**config.mk**
```make
export PLATFORM = sky130hd
export DESIGN_NAME = cache_refill_arbiter
export DESIGN_NICKNAME = d
export VERILOG_FILES = /design/src/rtl/cache_refill_arbiter_pkg.sv /design/src/rtl/cache_refill_arbiter_rr_arb2.sv /design/src/rtl/cache_refill_arbiter.sv
export SDC_FILE = /design/constraint.sdc
export NUM_CORES = 1
export LEC_CHECK = 0
export BUFFER_PORTS_ARGS = -buffer_cell sky130_fd_sc_hd__buf_4
export CELL_PAD_IN_SITES_DETAIL_PLACEMENT = 1
export CELL_PAD_IN_SITES_GLOBAL_PLACEMENT = 1
export CORE_MARGIN = 2
export CORE_UTILIZATION = 40
export DETAILED_ROUTE_END_ITERATION = 8
export PLACE_DENSITY_LB_ADDON = 0.1
export SLEW_MARGIN = 5
export SYNTH_ARGS = -nofsm -noshare
export SYNTH_HDL_FRONTEND = slang
export SYNTH_SLANG_ARGS = --single-unit
```
**constraint.sdc**
```tcl
create_clock -name clk -period 11.1 [get_ports clk]
set_clock_uncertainty 0.05 [all_clocks]
set_input_delay 0.555 -clock clk [delete_from_list [all_inputs] [get_ports clk]]
set_output_delay 0.555 -clock clk [all_outputs]
set_load 0.03 [all_outputs]
```
**src/rtl/cache_refill_arbiter_pkg.sv**
```systemverilog
// Shared types and defaults for the I/D cache line refill arbiter.
package cache_refill_arbiter_pkg;

  localparam int unsigned LINE_WORDS_DEF = 4;
  localparam int unsigned TIMEOUT_DEF    = 15;

  typedef enum logic [1:0] {
    IDLE  = 2'd0,
    ISSUE = 2'd1,
    WAIT  = 2'd2
  } state_t;

  typedef enum logic {
    OWN_I = 1'b0,
    OWN_D = 1'b1
  } owner_t;

endpackage

```
**src/rtl/cache_refill_arbiter_rr_arb2.sv**
```systemverilog
// Two-way round-robin pick: on contention the side that did not own the last line wins.
module rr_arb2
  import cache_refill_arbiter_pkg::*;
(
  input  logic       i_req,
  input  logic       d_req,
  input  owner_t     last,
  output logic [1:0] win_c
);

  // One-hot winner, bit 0 = I side, bit 1 = D side
  always_comb begin
    win_c = 2'b00;
    if (i_req && d_req) begin
      win_c = (last == OWN_I) ? 2'b10 : 2'b01;
    end else if (i_req) begin
      win_c = 2'b01;
    end else if (d_req) begin
      win_c = 2'b10;
    end
  end

endmodule

```
**src/rtl/cache_refill_arbiter.sv**
```systemverilog
// Arbitrates I/D cache misses and refills one line word-by-word from backing memory.
module cache_refill_arbiter
  import cache_refill_arbiter_pkg::*;
#(
  parameter int unsigned LINE_WORDS = LINE_WORDS_DEF,
  parameter int unsigned TIMEOUT    = TIMEOUT_DEF
) (
  input  logic                          clk,
  input  logic                          rst,
  input  logic                          i_req,
  input  logic [31:0]                   i_addr,
  input  logic                          d_req,
  input  logic [31:0]                   d_addr,
  output logic                          i_gnt,
  output logic                          d_gnt,
  output logic                          mem_rd,
  output logic [31:0]                   mem_addr,
  input  logic [31:0]                   mem_rdata,
  input  logic                          mem_rvalid,
  output logic [31:0]                   fill_data,
  output logic [$clog2(LINE_WORDS)-1:0] fill_idx,
  output logic                          fill_valid_i,
  output logic                          fill_valid_d,
  output logic                          done_i,
  output logic                          done_d,
  output logic                          busy
);

  localparam int unsigned IDXW     = $clog2(LINE_WORDS);
  localparam int unsigned TW       = $clog2(TIMEOUT + 1);
  localparam logic [31:0] OFF_MASK = 32'(LINE_WORDS * 4 - 1);
  localparam logic [IDXW-1:0] LAST_IDX = IDXW'(LINE_WORDS - 1);
  localparam logic [TW-1:0]   TMO_LAST = TW'(TIMEOUT - 1);

  state_t          state, state_n;
  owner_t          owner, owner_n;
  owner_t          last, last_n;
  logic [31:0]     base, base_n;
  logic [IDXW-1:0] cnt, cnt_n;
  logic [TW-1:0]   tmo, tmo_n;
  logic [1:0]      win_c;
  logic [31:0]     addr_sel;

  logic            i_gnt_n, d_gnt_n, mem_rd_n, busy_n;
  logic [31:0]     mem_addr_n, fill_data_n;
  logic [IDXW-1:0] fill_idx_n;
  logic            fill_valid_i_n, fill_valid_d_n, done_i_n, done_d_n;

  rr_arb2 u_rr_arb2 (
    .i_req (i_req),
    .d_req (d_req),
    .last  (last),
    .win_c (win_c)
  );

  // State, datapath and registered outputs
  always_ff @(posedge clk or posedge rst) begin
    if (rst) begin
      state        <= IDLE;
      owner        <= OWN_I;
      last         <= OWN_D;
      base         <= '0;
      cnt          <= '0;
      tmo          <= '0;
      i_gnt        <= 1'b0;
      d_gnt        <= 1'b0;
      mem_rd       <= 1'b0;
      mem_addr     <= '0;
      fill_data    <= '0;
      fill_idx     <= '0;
      fill_valid_i <= 1'b0;
      fill_valid_d <= 1'b0;
      done_i       <= 1'b0;
      done_d       <= 1'b0;
      busy         <= 1'b0;
    end else begin
      state        <= state_n;
      owner        <= owner_n;
      last         <= last_n;
      base         <= base_n;
      cnt          <= cnt_n;
      tmo          <= tmo_n;
      i_gnt        <= i_gnt_n;
      d_gnt        <= d_gnt_n;
      mem_rd       <= mem_rd_n;
      mem_addr     <= mem_addr_n;
      fill_data    <= fill_data_n;
      fill_idx     <= fill_idx_n;
      fill_valid_i <= fill_valid_i_n;
      fill_valid_d <= fill_valid_d_n;
      done_i       <= done_i_n;
      done_d       <= done_d_n;
      busy         <= busy_n;
    end
  end

  // Next state and next output values; mem_rd/mem_addr/busy are derived from the next state
  always_comb begin
    state_n        = state;
    owner_n        = owner;
    last_n         = last;
    base_n         = base;
    cnt_n          = cnt;
    tmo_n          = tmo;
    i_gnt_n        = 1'b0;
    d_gnt_n        = 1'b0;
    fill_data_n    = fill_data;
    fill_idx_n     = fill_idx;
    fill_valid_i_n = 1'b0;
    fill_valid_d_n = 1'b0;
    done_i_n       = 1'b0;
    done_d_n       = 1'b0;
    addr_sel       = win_c[1] ? d_addr : i_addr;

    case (state)
      IDLE: begin
        if (|win_c) begin
          owner_n = win_c[1] ? OWN_D : OWN_I;
          base_n  = addr_sel & ~OFF_MASK;
          cnt_n   = '0;
          tmo_n   = '0;
          i_gnt_n = win_c[0];
          d_gnt_n = win_c[1];
          state_n = ISSUE;
        end
      end
      ISSUE: begin
        tmo_n   = '0;
        state_n = WAIT;
      end
      WAIT: begin
        if (mem_rvalid) begin
          fill_data_n    = mem_rdata;
          fill_idx_n     = cnt;
          fill_valid_i_n = (owner == OWN_I);
          fill_valid_d_n = (owner == OWN_D);
          cnt_n          = cnt + 1'b1;
          tmo_n          = '0;
          if (cnt == LAST_IDX) begin
            done_i_n = (owner == OWN_I);
            done_d_n = (owner == OWN_D);
            last_n   = owner;
            state_n  = IDLE;
          end else begin
            state_n = ISSUE;
          end
        end else if (tmo == TMO_LAST) begin
          tmo_n   = '0;
          state_n = ISSUE;
        end else begin
          tmo_n = tmo + 1'b1;
        end
      end
      default: state_n = IDLE;
    endcase

    mem_rd_n   = (state_n == ISSUE);
    mem_addr_n = (state_n == ISSUE) ? (base_n + 32'({cnt_n, 2'b00})) : mem_addr;
    busy_n     = (state_n != IDLE);
  end

endmodule

```
* Word level (Yosys, flattened, before mapping)
Cells that the tools add are included.
** Storage, ports and cells
- Input bits :: 101
- Register bits :: 116
- Word-level logic and storage cells :: 70
** Cells by class
- Bitwise operators :: 1
- Multiplexer cells :: 34
- Reduce and logical (&&, ||, !) cells :: 9
- Equal/unequal tests :: 6
- $add $sub $neg :: 3
** Operator list (count)
- $mux 32 :: 3
- $add 32x4->32 :: 1
- $mux 2 :: 9
- $mux 1 :: 16
- $mux 4 :: 3
- $pmux 4 s3 :: 1
- $pmux 2 s3 :: 1
- $reduce_and 2->1 :: 3
- $add 4x1->4 const B :: 1
- $eq 2x1->1 const B :: 2
- $eq 2x2->1 const B :: 2
- $eq 4x4->1 const B :: 1
- $pmux 2 s2 :: 1
- $reduce_and 3->1 :: 1
- $reduce_bool 3->1 :: 1
- $add 2x1->2 const B :: 1
- $logic_not 2->1 :: 1
- $ne 2x2->1 const B :: 1
- $reduce_bool 2->1 :: 1
- $reduce_or 2->1 :: 1
- $logic_and 1x1->1 :: 1
- $not 1->1 :: 1

* Longest topological paths before layout
- Depth after elaboration :: 7
- Mapped depth :: 17
- Depth with buffers taken out :: 13

* By module
A second synthesis with hierarchy kept.
** Second synthesis, totals
- Cells, all modules :: 586
- Area total of the unflattened synthesis :: 5576.6 um^2
** By module, submodules not included
- cache_refill_arbiter :: cells each 583, instances 1, area an instance 5557.8 um^2
- rr_arb2 :: cells each 3, instances 1, area an instance 18.8 um^2

* Worst setup path before layout
OpenSTA, ideal clock, no wires.
- Path type :: in2reg
- Start :: in i_req
- End :: reg mem_addr[21]
- Slack :: 7345 ps
- Cell stages on the path :: 14
- Data required time :: 10981 ps
- Arrival time :: 3636 ps
- Path buffers :: 2
- Library setup time :: 69 ps
- Cells stage by stage :: clkinv_1 > a21oi_4 > clkbuf_1 > buf_1 > nor2_1 > a22oi_1 > inv_1 > ha_1 > a21oi_1 > a211oi_2 > and3_1 > nand4_1 > or4_1 > nand3_1
** On the way
- Longest elaborated chain between the ends :: 6
- Elaborated cells on any way between the ends :: 13
- Those cells by class :: add/sub: 1; eq/ne: 1; mux: 9; reduce/logical: 2
** RTL lines
- start, declared :: line cache_refill_arbiter.sv:10 : input logic i_req,
- $mux 2 or $logic_and 1x1->1 (tied branches) :: line cache_refill_arbiter_rr_arb2.sv:16, cache_refill_arbiter_rr_arb2.sv:14
- $mux 2 * :: line cache_refill_arbiter_rr_arb2.sv:14 : if (i_req && d_req) begin
- $reduce_or 2->1 * :: line cache_refill_arbiter.sv:117 : if (|win_c) begin
- $mux 2 * :: line cache_refill_arbiter.sv:117
- $pmux 2 s2 * :: line cache_refill_arbiter.sv:115 : case (state)
- net cnt_n[1] :: line cache_refill_arbiter.sv:39 : logic [IDXW-1:0] cnt, cnt_n;
- $add 32x4->32 * :: line cache_refill_arbiter.sv:158 : mem_addr_n = (state_n == ISSUE) ? (base_n + 32'({cnt_n, 2'b00})) : mem_addr;
- end signal, assigned :: line cache_refill_arbiter.sv:86 : mem_addr <= mem_addr_n;
- end, declared :: line cache_refill_arbiter.sv:17 : output logic [31:0] mem_addr,
The timed path passes the listed nets; every way through them passes the cells marked *.
A chain may end at the register's enable or synchronous reset.

* Worst setup path after layout
- Start :: reg state[1]
- End :: reg mem_addr[26]
** On the way
- Elaborated cells on any way between the ends :: 11
- Those cells by class :: add/sub: 1; eq/ne: 3; mux: 6; reduce/logical: 1
** RTL lines
- start, declared :: line cache_refill_arbiter.sv:35 : state_t state, state_n;
- start signal, assigned :: line cache_refill_arbiter.sv:77 : state <= state_n;
- $eq 2x2->1 or $logic_not 2->1 (tied branches) :: line cache_refill_arbiter.sv:115
- $pmux 2 s2 * :: line cache_refill_arbiter.sv:115
- net cnt_n[0] :: line cache_refill_arbiter.sv:39
- $add 32x4->32 * :: line cache_refill_arbiter.sv:158
Marked as above.

==> summary.txt <==
Clocking
  – Clk root buf: clkbuf_16
  – Quantity of gates resized following cts: 0
  – Reg clk slew, reported paths: 60 ps
  – CTS Hold Bufs: 0
  – Htree depth: 4
  – Clk sinks: 116
  – Setup Buffers After CTS: 0
  – TritonCTS buffer count: 17
  – CTS tree: built
  – Worst-Skew Late Latency: 410 ps
  – Clk buf depth: 2

Final layout
  – Non-Filler Instances: 952
  – Share of layout cells above drive strength 1: 29.0%
  – Total of fill cells in the finished design: 1532
  – Design Area, Final: 0.00744 mm2
  – Ant diodes: 0
  – Area grow syn2layout: 36.0%
  – Final #Nets: 870

Timing
  – Fmax achieved: 214 MHz
  – Worst setup margin: 6430 ps
  – Rel. slew slack: 21.1%
  – Worst Tran Pin Value: 1180 ps
  – Endpoints failing setup: 0
  – Tcrit/Tclk final: 42.1%
  – RSZ-0062 raised after global routing: no
  – Final Critical Period: 4670 ps
  – Fin. max-slew vios: 0
  – Setup TNS: 0 ps
  – Final Hold Fails: 0

Logic synthesis
  – Fraction of synthesized area in multiplexers: 1.62%
  – Top cells by count, synth: 188 x nand2_1, 115 x dfrtp_1, 34 x nor2_1
  – Complex-gate fraction of the synthesized area: 14.3%
  – Largest family of logic cells by synthesized area: simple AND/OR/NAND/NOR gates
  – Synth top area cells: dfrtp_1 53%, nand2_1 13%, a31oi_1 3.2%
  – Register area share after synthesis: 53.1%
  – Synth Net Count: 708
  – Cells after Synth: 601
  – Yosys reg bits: 116
  – FFs w/ async S/R, synth: 100%
  – XOR/XNOR Fraction of Synth Area: 2.40%
  – Synth warn: 0
  – Syn_area_per_cell: 9.10 um2
  – Synth Flop Type: dfrtp_1
  – Post-synth EDFFs: 0
  – Synth top area share: 52.6%
  – Adder-cell share of the synthesized area: 1.51%
  – Simple-gate portion of the synthesized area: 23.2%
  – Synthesized cell area: 0.00547 mm2
  – Most common cell in the netlist: nand2_1
  – Cell variety after synth: 60
  – Area leader, netlist: dfrtp_1

Worst setup path
  – Crit start category: register
  – Worst reg2reg endpoint: mem_addr[26]$_DFFE_PP0P_
  – Crit-path cells: nor2b_1, nand2_1, o21ai_0, ha_1, inv_1, fa_1, a211o_4, nor4_4, nand3_2, or4_1, a31oi_1
  – Crit. Startpoint: state[1]$_DFF_PP0_
  – CP Max Fanout: 36
  – Worst path slowest cell: nand2_1
  – R2R depth: 11
  – Flop-to-flop setup slack: 6430 ps
  – CP endpoint kind: register
  – R2R Path Start: state[1]$_DFF_PP0_
  – CP peak stage delay: 750 ps
  – Crit path to: mem_addr[26]$_DFFE_PP0P_
  – WS Path Type: reg -> reg
  – CP arrival: 4960 ps
  – WP data required: 11380 ps

Placed design
  – Port bufs: 166
  – Place WS: 6370 ps
  – Dpl cell area: 0.00685 mm2
  – RePlAce Congestion: 0.778
  – Estimated wirelength of the detail-placed design: 11.7 mm
  – Dpl cells: 920

Run
  – Max cap viols: 0

Drt
  – Antenna Violating Nets Remaining: 0
  – DR iter-0 viols: 203
  – Vias per cell: 5.25
  – Routed Wire Length: 16.3 mm
  – Routed vias: 4997
  – WL per Instance: 17.2 um
  – Drt pass-1 iters: 4
  – Remaining DRCs: 0

Pwr
  – Share of power burned in combinational logic: 46.1%
  – Internal: 0.00132 W
  – Power density over cell area: 311 mW/mm2
  – PnR Total Power: 0.00231 W
  – Net switching power: 0.000992 W
  – Maximum vdd drop: 0.138 mV
  – Leak Pwr: 3.62 nW
  – Switching share of total power: 43.0%
  – Clk pwr share: 23.2%
  – Register share of total power: 30.7%

Global route
  – First-pass GRT wire length: 26.2 mm
  – Largest net degree at the start of global routing: 68
  – Antenna violations before repair: 0
  – Overflow left after global routing: 0
  – Number of global-route vias before repair: 5297
  – Global Route Usage Sum: 23.0%

Hold path
  – Hold Crit Class: in -> async

Die
  – Rows: 42
  – DIE HEIGHT: 121 um
  – # IOs: 175
  – Die width: 121 um
  – Initial Util: 41.1%
  – Die area: 0.0146 mm2
  – Core area: 0.0133 mm2

Status
  – Status: complete, no violations
## power groups by stage
stage | clock [W] | sequential (W) | combinational, W
CTS | 0.000545 | 0.000710 | 0.00108
global route | 0.000565 | 0.000729 | 0.00117
detailed placement | 0 | 0.000714 | 0.00107
global placement | 0 | 0.000703 | 0.00104
finish | 0.000536 | 0.000708 | 0.00107
floorplan | 0 | 0.000918 | 0.000484
## metal layers
layer	part of all wire, %	up-vias	routed length (um)	global-route usage (%)
met5	0	-	0	0
met4	1.4	0	234	8.28
met3	5.5	19	899	4.42
met2	50	152	8140	39.9
met1	43	2449	7060	28.4
li1	-	2377	-	-
## logic make-up after synthesis
kind of cell	after synthesis
adder cells (fa/ha/maj)	6
flip-flops	116
XOR/XNOR	15
AND/OR/NAND/NOR	290
AO/OA/AOI/OAI	120
multiplexers	8
buffers and inverters	46
## how the worst min path moves through the flow
stage,from,endpoint,cells past startpoint
6_report,rst,mem_addr[11]$_DFFE_PP0P_,2
5_1_grt,rst,fill_data[14]$_DFFE_PP0P_,2
4_1_cts,rst,mem_rd$_DFF_PP0_,2
3_5_place_dp,base[1]$_DFF_PP0_,base[1]$_DFF_PP0_,1
3_3_place_gp,fill_data[20]$_DFFE_PP0P_,fill_data[20]$_DFFE_PP0P_,2
2_1_floorplan,base[0]$_DFF_PP0_,base[0]$_DFF_PP0_,1
## final cells by class
class	instances	area, um2	share of cell area [%]
Sequential cell	116	2900	39.1
Multi-Input combinational cell	439	2360	31.7
Timing Repair Buffer	174	1310	17.6
Clock buffer	19	453	6.09
Tap cell	176	220	2.96
Clock inverter	13	134	1.80
Inverter	15	58.8	0.791
## through the flow
stage | utilization (%) | hold slack [ps]
floorplan | - | 394
global placement | 51.5 | 409
detailed placement | 51.5 | 415
CTS | 55.9 | 204
global route | 55.9 | 242
finish | 55.9 | 194
## cell usage in the layout, fill, tap and decap left out, drive strengths merged, types with 5 or more instances in the layout
cell	Yosys	routed
a2bb2oi	5	5
clkbuf	16	19
o21ai	32	32
clkinv	2	10
nand2	188	188
dfrtp	115	115
and3	5	5
inv	13	13
nand3	15	15
ha	5	5
nor2	34	34
and2	8	8
buf	15	174
xnor2	6	6
nand4	7	7
or3	13	13
xor2	9	9
a21oi	25	25
a31oi	28	28
## sequential cells by signal, indices dropped and copies added, names as in the netlist, 2 cells and up
signal	flops
fill_data	32
tmo	4
fill_idx	2
state	2
cnt	2
mem_addr	32
base	32
## worst max-delay path, delay by kind of cell, from the launching register on
family                   cells  cell delay, ps
AND/OR/NAND/NOR              5            2370
AO/OA/AOI/OAI                3            1050
adder cells (fa/ha/maj)      2             660
flip-flops                   1             390
buffers and inverters        1              60
Note: power is estimated with default switching activity, not from simulation.
